File: config.mk
export PLATFORM = sky130hd
export DESIGN_NAME = norm_shift_ctrl
export DESIGN_NICKNAME = d
export VERILOG_FILES = /design/src/rtl/norm_shift_ctrl.sv
export SDC_FILE = /design/constraint.sdc
export NUM_CORES = 1
export LEC_CHECK = 0
export ABC_AREA = 1
export BUFFER_PORTS_ARGS = -buffer_cell sky130_fd_sc_hd__buf_2
export CORE_MARGIN = 5
export CORE_UTILIZATION = 55
export DETAILED_ROUTE_END_ITERATION = 12
export PLACE_DENSITY = 0.89
export SYNTH_ARGS = -nofsm -noshare
export SYNTH_HDL_FRONTEND = slang
export SYNTH_HIERARCHICAL = 1
export SYNTH_SLANG_ARGS = --single-unit
File: constraint.sdc
create_clock -name clk -period 3.2 [get_ports clk]
set_input_delay 0.16 -clock clk [delete_from_list [all_inputs] [get_ports clk]]
set_output_delay 0.16 -clock clk [all_outputs]
set_load 0.01 [all_outputs]
File: src/rtl/norm_shift_ctrl.sv
// Normalization sequencer for the MULT2 product mantissa: finds the leading-zero count,
// clamps the shift to the exponent, drives a five-stage left shifter and returns the result.

module shiftleft (
    input  logic [24:0] data,
    input  logic [4:0]  sel,
    output logic [24:0] result
);
    logic [24:0] s0, s1, s2, s3;

    assign s0     = sel[0] ? {data[23:0], 1'b0}  : data;
    assign s1     = sel[1] ? {s0[22:0],  2'b0}   : s0;
    assign s2     = sel[2] ? {s1[20:0],  4'b0}   : s1;
    assign s3     = sel[3] ? {s2[16:0],  8'b0}   : s2;
    assign result = sel[4] ? {s3[8:0],  16'b0}   : s3;
endmodule

// state | meaning
// IDLE  | in_ready high; capture operand when in_valid
// CALC  | leading-zero count and clamped shift registered
// SHIFT | shifter driven with registered shift, output registers loaded
// DONE  | out_valid high until downstream accepts
module norm_shift_ctrl #(
    parameter int EXP_W = 8,
    parameter int CNT_W = 16
) (
    input  logic             clk,
    input  logic             rst_n,
    input  logic             in_valid,
    output logic             in_ready,
    input  logic [24:0]      in_mant,
    input  logic [EXP_W-1:0] in_exp,
    output logic             out_valid,
    input  logic             out_ready,
    output logic [24:0]      out_mant,
    output logic [EXP_W-1:0] out_exp,
    output logic             out_zero,
    output logic             out_underflow,
    output logic [CNT_W-1:0] done_cnt
);
    typedef enum logic [1:0] {IDLE, CALC, SHIFT, DONE} state_t;

    state_t state, state_nxt;
    logic capture, calc_en, load_en, retire;

    logic [24:0]      op_mant;
    logic [EXP_W-1:0] op_exp;
    logic [4:0]       lzc_c, sh_c, lzc_r, sh_r;
    logic             zero_c, zero_r;
    logic [24:0]      shifted;

    always_ff @(posedge clk or negedge rst_n) begin
        if (!rst_n) state <= IDLE;
        else        state <= state_nxt;
    end

    always_comb begin
        state_nxt = state;
        capture   = 1'b0;
        calc_en   = 1'b0;
        load_en   = 1'b0;
        retire    = 1'b0;
        case (state)
            IDLE: if (in_valid) begin
                capture   = 1'b1;
                state_nxt = CALC;
            end
            CALC: begin
                calc_en   = 1'b1;
                state_nxt = SHIFT;
            end
            SHIFT: begin
                load_en   = 1'b1;
                state_nxt = DONE;
            end
            DONE: if (out_ready) begin
                retire    = 1'b1;
                state_nxt = IDLE;
            end
            default: state_nxt = IDLE;
        endcase
    end

    assign in_ready = (state == IDLE);

    // Ascending scan: the highest set bit is the last one to write lzc_c.
    always_comb begin
        lzc_c = 5'd25;
        for (int i = 0; i < 25; i++) begin
            if (op_mant[i]) lzc_c = 5'(24 - i);
        end
    end

    // When the clamp is taken, exp < lzc <= 24, so exp[4:0] is the whole exponent.
    always_comb begin
        zero_c = (op_mant == 25'd0);
        sh_c   = 5'd0;
        if (!zero_c) begin
            if ((EXP_W+5)'(lzc_c) <= (EXP_W+5)'(op_exp)) sh_c = lzc_c;
            else                                         sh_c = op_exp[4:0];
        end
    end

    shiftleft u_shift (
        .data   (op_mant),
        .sel    (sh_r),
        .result (shifted)
    );

    always_ff @(posedge clk or negedge rst_n) begin
        if (!rst_n) begin
            op_mant       <= '0;
            op_exp        <= '0;
            lzc_r         <= '0;
            sh_r          <= '0;
            zero_r        <= 1'b0;
            out_valid     <= 1'b0;
            out_mant      <= '0;
            out_exp       <= '0;
            out_zero      <= 1'b0;
            out_underflow <= 1'b0;
            done_cnt      <= '0;
        end else begin
            if (capture) begin
                op_mant <= in_mant;
                op_exp  <= in_exp;
            end
            if (calc_en) begin
                lzc_r  <= lzc_c;
                sh_r   <= sh_c;
                zero_r <= zero_c;
            end
            if (load_en) begin
                out_valid     <= 1'b1;
                out_mant      <= shifted;
                out_exp       <= zero_r ? '0 : op_exp - EXP_W'(sh_r);
                out_zero      <= zero_r;
                // A clamped shift is exactly the nonzero case where the shift fell short of lzc.
                out_underflow <= !zero_r && (lzc_r != sh_r);
            end
            if (retire) begin
                out_valid <= 1'b0;
                done_cnt  <= done_cnt + 1'b1;
            end
        end
    end
endmodule
## After elaboration in Yosys (flattened, before gate mapping)

Cells that the tools add are included.

| storage, ports and cells | value |
|---|---|
| flip-flop bits (word level) | 98 |
| bits of input ports | 37 |
| output and inout port bits | 53 |

| operators by class | value |
|---|---|
| add/subtract/negate cells | 2 |
| $lt $le $gt $ge | 1 |
| equality and inequality tests | 6 |
| mux-type cells | 44 |
| reduce and logical (&&, ||, !) cells | 6 |

Operators by type and width:

| operator | number |
|---|---|
| 5-bit 2-to-1 mux | 26 |
| 25-bit 2-to-1 mux | 5 |
| 25-bit logical NOT | 1 |
| 16-bit by 1-bit adder with 16-bit output, second input constant | 1 |
| 1-bit 2-to-1 mux | 9 |
| 5-bit by 8-bit <= comparator with 1-bit output | 1 |
| 8-bit 2-to-1 mux | 1 |
| 2-bit one-hot mux with 4 select lines | 1 |
| 8-bit by 5-bit subtractor with 8-bit output | 1 |
| 5-bit inequality test | 1 |
| 2-bit == test, second input constant | 2 |
| 2-bit 2-to-1 mux | 2 |
| 2-bit inequality test, second input constant | 2 |
| 2-bit by 1-bit == test with 1-bit output, second input constant | 1 |
| 2-bit logical NOT | 1 |
| 2-bit AND reduction | 1 |
| 2-bit nonzero test | 1 |
| 1-bit logical AND | 1 |
| 1-bit logical NOT | 1 |

## Longest topological paths before layout

| depth | value |
|---|---|
| depth after elaboration | 28 |
| depth in mapped cells | 36 |
| mapped depth without buffers | 36 |

## By module

Netlist, hierarchy kept.

By module, submodules not included:

| module | times used | cells an instance | area each (sq um) | seq. area each (sq um) |
|---|---|---|---|---|
| norm_shift_ctrl | 1 | 520 | 4485.6 | 2452.4 |
| shiftleft | 1 | 265 | 1288.7 | 0.0 |

## Least setup slack after synthesis

No wires, ideal clock.

| path | value |
|---|---|
| kind | register -> register |
| start | reg op_mant[0] |
| end | reg sh_r[0] |
| arrival | 2.504 ns |
| path slack | 0.579 ns |
| stages on the path, launching flop included | 34 |
| path buffers | 0 |
| period minus slack after synthesis | 2.621 ns |
| path through | dfrtp_1 nand2_1 nand2_1 nand2_1 nand2_1 nand2_1 nand2_1 nand2_1 nand2_1 nand2_1 nand2_1 nand2_1 nand2_1 nand2_1 nand2_1 nand2_1 nand2_1 nand2_1 nand2_1 nand2_1 nand2_1 nand2_1 nand2_1 nand2_1 nand2_2 ha_1 nand2_1 nor2_1 nor4_1 nand2_2 o21ai_0 inv_2 nand2_1 nand2_1 |

| on the way | value |
|---|---|
| cells in the longest elaborated chain, start to end | 28 |

Ends and longest elaborated chain:

| element | line | source |
|---|---|---|
| from (decl) | 46 | `logic [24:0] op_mant;` |
| from (signal assigned) | 125 | `op_mant <= in_mant;` |
| 1-bit 2-to-1 mux | 90 | `if (op_mant[i]) lzc_c = 5'(24 - i);` |
| 5-bit 2-to-1 mux (24 in series) | 90 |  |
| 5-bit by 8-bit <= comparator with 1-bit output | 99 | `if ((EXP_W+5)'(lzc_c) <= (EXP_W+5)'(op_exp)) sh_c = lzc_c;` |
| 5-bit 2-to-1 mux | 99 |  |
| 5-bit 2-to-1 mux (*) | 98 | `if (!zero_c) begin` |
| to (signal assigned) | 115 | `sh_r <= '0;` |
| to (signal assigned) | 130 | `sh_r <= sh_c;` |
| to (decl) | 48 | `logic [4:0] lzc_c, sh_c, lzc_r, sh_r;` |

Mark *: on every way between the ends. The rest lies on a longest branch, timed or not.
A chain may end at the register's enable or synchronous reset.

## Final worst setup path

| path | value |
|---|---|
| start | reg op_mant[0] |
| end | reg sh_r[1] |

The elaborated chain is that of the path after synthesis.

==> results.txt <==
- The count of nets left with antenna violations once routing finished came out at 0.
* Dpl ws: 0.194 ns
* Count of buffers from port buffering: 89
* Max Clock Skew: 0.0195 ns
- Met3 Routed Length: 959 µm
- Area of the core: 10300 µm²
* Final routed DRC violation total: 0
* Post-synthesis average cell area: 7.36 µm²
- Die Area: 12600 µm²
- Entering global routing, the biggest net connects 56 pins.
- The flow ran to the end, and the final reports show no timing, DRC or antenna violations.
* Synth warnings: 6
- The initial utilization of the core area, before any placement, comes to 0.562.
- After layout, the worst setup slack is 0.252 ns.
* Leakage power figure: 0.00348 µW
- Summed over all failing endpoints, the final setup total negative slack is 0 ns.
- Counting instances, the worst hold path has a depth of 2.
- RSZ-0062 raised after global routing: yes
- Per-cell routed wire length: 14.2 µm
* Class of the tightest hold or removal check: in2reg
* Vias per cell: 5.50
- After clock tree synthesis, the clock-pin slew on the worst setup and hold paths is 0.11 ns.
- Total Wirelength: 14.2 mm
- In the final layout, the share of cells above drive strength 1 is 0.183.
- The worst setup path is captured at a flip-flop.
- The worst setup path is of the reg2reg kind.
* Share of flip-flops with an asynchronous set or reset: 1.00
- Boundary pin count: 90
* N_diodes: 0
- Required time of the worst setup path: 3.44 ns
* Number of instances in the synthesized netlist: 785
* Synth-to-layout area growth: 13.5%
- CTS Buf Count: 9
- Total congestion overflow after global routing: 0
- Library cell appearing most often on the critical path: nand2_1
- TritonCTS sink count: 98
* Die width: 112 µm
* Max Root-Sink Buffers: 2
* Sequential area share after synthesis: 0.425
* Synth Register Bits: 98
- Maxcap violations: 0
* Wire length of the first global-routing pass: 24.2 mm
- Top Metal Used: met4
* Final worst-path cycle share: 0.921
- Count of filler cells inserted in the layout: 957
- The later pin in the worst-skew pair is clocked with a latency of 0.38 ns.
- Total count of max-transition violations in the final report: 0
* TritonCTS clock tree: built
* Via count: 5525
* Final-report setup violation count: 0
- For the worst flop-to-flop path, the logic depth is 31.
- The initial antenna violation count was 0.
- CTS root buffer: clkbuf_8
* Maximum fanout encountered on the critical timing path: 7
- Longest individual stage delay on the worst path: 0.46 ns
* Number of nets produced by synthesis: 838
* Tot GR Track Use: 0.229
- The HPWL after detailed placement is 10.2 mm.
- Count of flip-flops with a built-in enable after synthesis: 0
- Metal-1 WL: 6.09 mm
- Net count, final: 916
- Static timing analysis puts the maximum clock frequency at 339 MHz.
* Time the final worst path needs with I/O delays and setup: 2.95 ns
- Largest voltage drop on the vdd net: 0.465 mV
* Measured slew at the worst slew-check pin: 0.976 ns
- Dividing total power by cell area gives a power density of 963 nW/µm².
* H-tree level count: 3
- Number of hold violations in the final report: 0
- Number of DRC violations after detailed-routing iteration 0: 574
- Synth unique cells: 40
- Arrival time worst endpoint: 3.19 ns
* Y dimension of the die: 112 µm
* Number of global-route vias before repair: 5087
- The cell area that synthesis handed to floorplanning was 5770 µm².
* Slew margin rel.: 0.347
* Post-synth top flop: dfrtp_1
- The first detailed-routing pass took 6 iterations.
* Weighted congestion reported at the end of routability-driven placement: 0.932
- After floorplanning, the core was divided into 37 placement rows.
- The slowest stage of the critical path belongs to the cell dfrtp_2.
- Worst setup SP type: flip-flop
* Met2 Routed Length: 6.93 mm
[worst paths after layout]
kind | start | end | slack [ns]
worst max register to register | op_mant[0] | sh_r[1] | 0.25
worst min register to register | done_cnt[15] | done_cnt[15] | 0.47
worst min-delay path | in_exp[7] | op_exp[7] | 0.02
min in group asynchronous | rst_n | out_exp[1] | 0.35
max in group asynchronous | rst_n | out_mant[23] | 2.07
worst max-delay path | op_mant[0] | sh_r[1] | 0.25
[placed cells by master (no fill, tap or decap), drive strengths merged, types with 2 or more instances in the layout]
master and n:
ha 15, nor3 7, o21bai 2, nor4 2, dfrtp 98, clkbuf 9
xnor2 14, xor2 6, buf 100, nand3 130, dlygate4sd3 2, mux2 3
o22ai 5, o21ai 18, inv 75, o31ai 3, nand4 10, nor2 78
clkinv 4, a21oi 43, a211oi 2, nand2 232
[state kept, by name (all words and copies together), names as in the netlist]
signal         count
out_mant          25
out_underflow      1
done_cnt          16
sh_r               5
out_valid          1
state              2
out_zero           1
lzc_r              5
op_exp             8
op_mant           25
zero_r             1
out_exp            8
[report_power, final]
part / switching, µW / internal [µW]
Sequential: 394 / 1730
Combinational: 2130 / 1190
Clock: 483 / 383
Total: 3010 / 3300
[cell usage after synthesis, types with 2 or more instances]
master / instances / share of area
a21oi_1: 43 / 0.037
buf_6: 3 / 0.0059
o21ai_0: 9 / 0.0078
xnor2_1: 14 / 0.021
o31ai_1: 3 / 0.0039
nor4_1: 2 / 0.0022
nor2_1: 78 / 0.051
dfrtp_1: 98 / 0.42
nand3_2: 2 / 0.0035
inv_2: 12 / 0.0078
o21ai_1: 7 / 0.0061
clkbuf_1: 19 / 0.012
buf_2: 7 / 0.0061
o22ai_1: 5 / 0.0054
o21ai_2: 2 / 0.0030
nand2_2: 12 / 0.013
nand3_1: 128 / 0.11
xor2_1: 6 / 0.0091
ha_1: 15 / 0.033
nand4_1: 10 / 0.011
inv_1: 59 / 0.038
o21bai_1: 2 / 0.0026
a211oi_1: 2 / 0.0026
buf_4: 4 / 0.0052
nand2_1: 220 / 0.14
nor3_1: 7 / 0.0061
mux2_2: 3 / 0.0059
[area by class of cell]
type | count | area, µm² | share of cell area
sequential | 98 | 2450 | 0.374
clock inverter | 7 | 97.6 | 0.0149
clock buffer | 9 | 124 | 0.0189
timing repair buffer | 102 | 551 | 0.0840
multi-input combinational | 579 | 2870 | 0.438
tap | 136 | 170 | 0.0260
inverter | 73 | 287 | 0.0437
[per-stage QoR]
| step | area [µm²] | util | cells | total power (µW) | hold slack, ns |
|---|---|---|---|---|---|
| after CTS | 6510 | 0.633 | 1002 | 6270 | 0.0135 |
| final | 6550 | 0.638 | 1004 | 6310 | 0.0164 |
| after floorplan | 5770 | - | 785 | 4510 | -0.136 |
| after global routing | 6550 | 0.638 | 1004 | 6920 | 0.0136 |
| after global placement | 6270 | 0.610 | 984 | 5280 | 0.239 |
| after detailed placement | 6270 | 0.610 | 984 | 5380 | 0.238 |
[metal layers]
metal / up-vias / GRT usage
met3: 24 / 0.0323
li1: 2714 / -
met2: 241 / 0.371
met5: - / 0
met1: 2546 / 0.316
met4: 0 / 0.0777
[cell families after synthesis]
| logic type | Yosys count | synth area share |
|---|---|---|
| multiplexers | 3 | 0.00585 |
| XOR/XNOR | 20 | 0.0303 |
| AND/OR/NAND/NOR | 462 | 0.344 |
| flip-flops | 98 | 0.425 |
| AO/OA/AOI/OAI | 78 | 0.0763 |
| buffers and inverters | 108 | 0.0828 |
| adder cells (fa/ha/maj) | 16 | 0.0360 |
[timing repair]
action,in CTS,in global routing
hold endpoints to repair,53,0
setup endpoints to repair,0,5
hold buffers,2,0
buffers inserted,0,2
resized for setup,0,12
[worst max-delay path, delay by kind of cell (launching register included)]
kind | cells | cell delay, ns
adders and majority gates | 1 | 0.27
DFF | 1 | 0.46
AOI/OAI and AO/OA | 2 | 0.31
and+or+nand+nor | 28 | 1.77
Note: power is estimated with default switching activity, not from simulation.
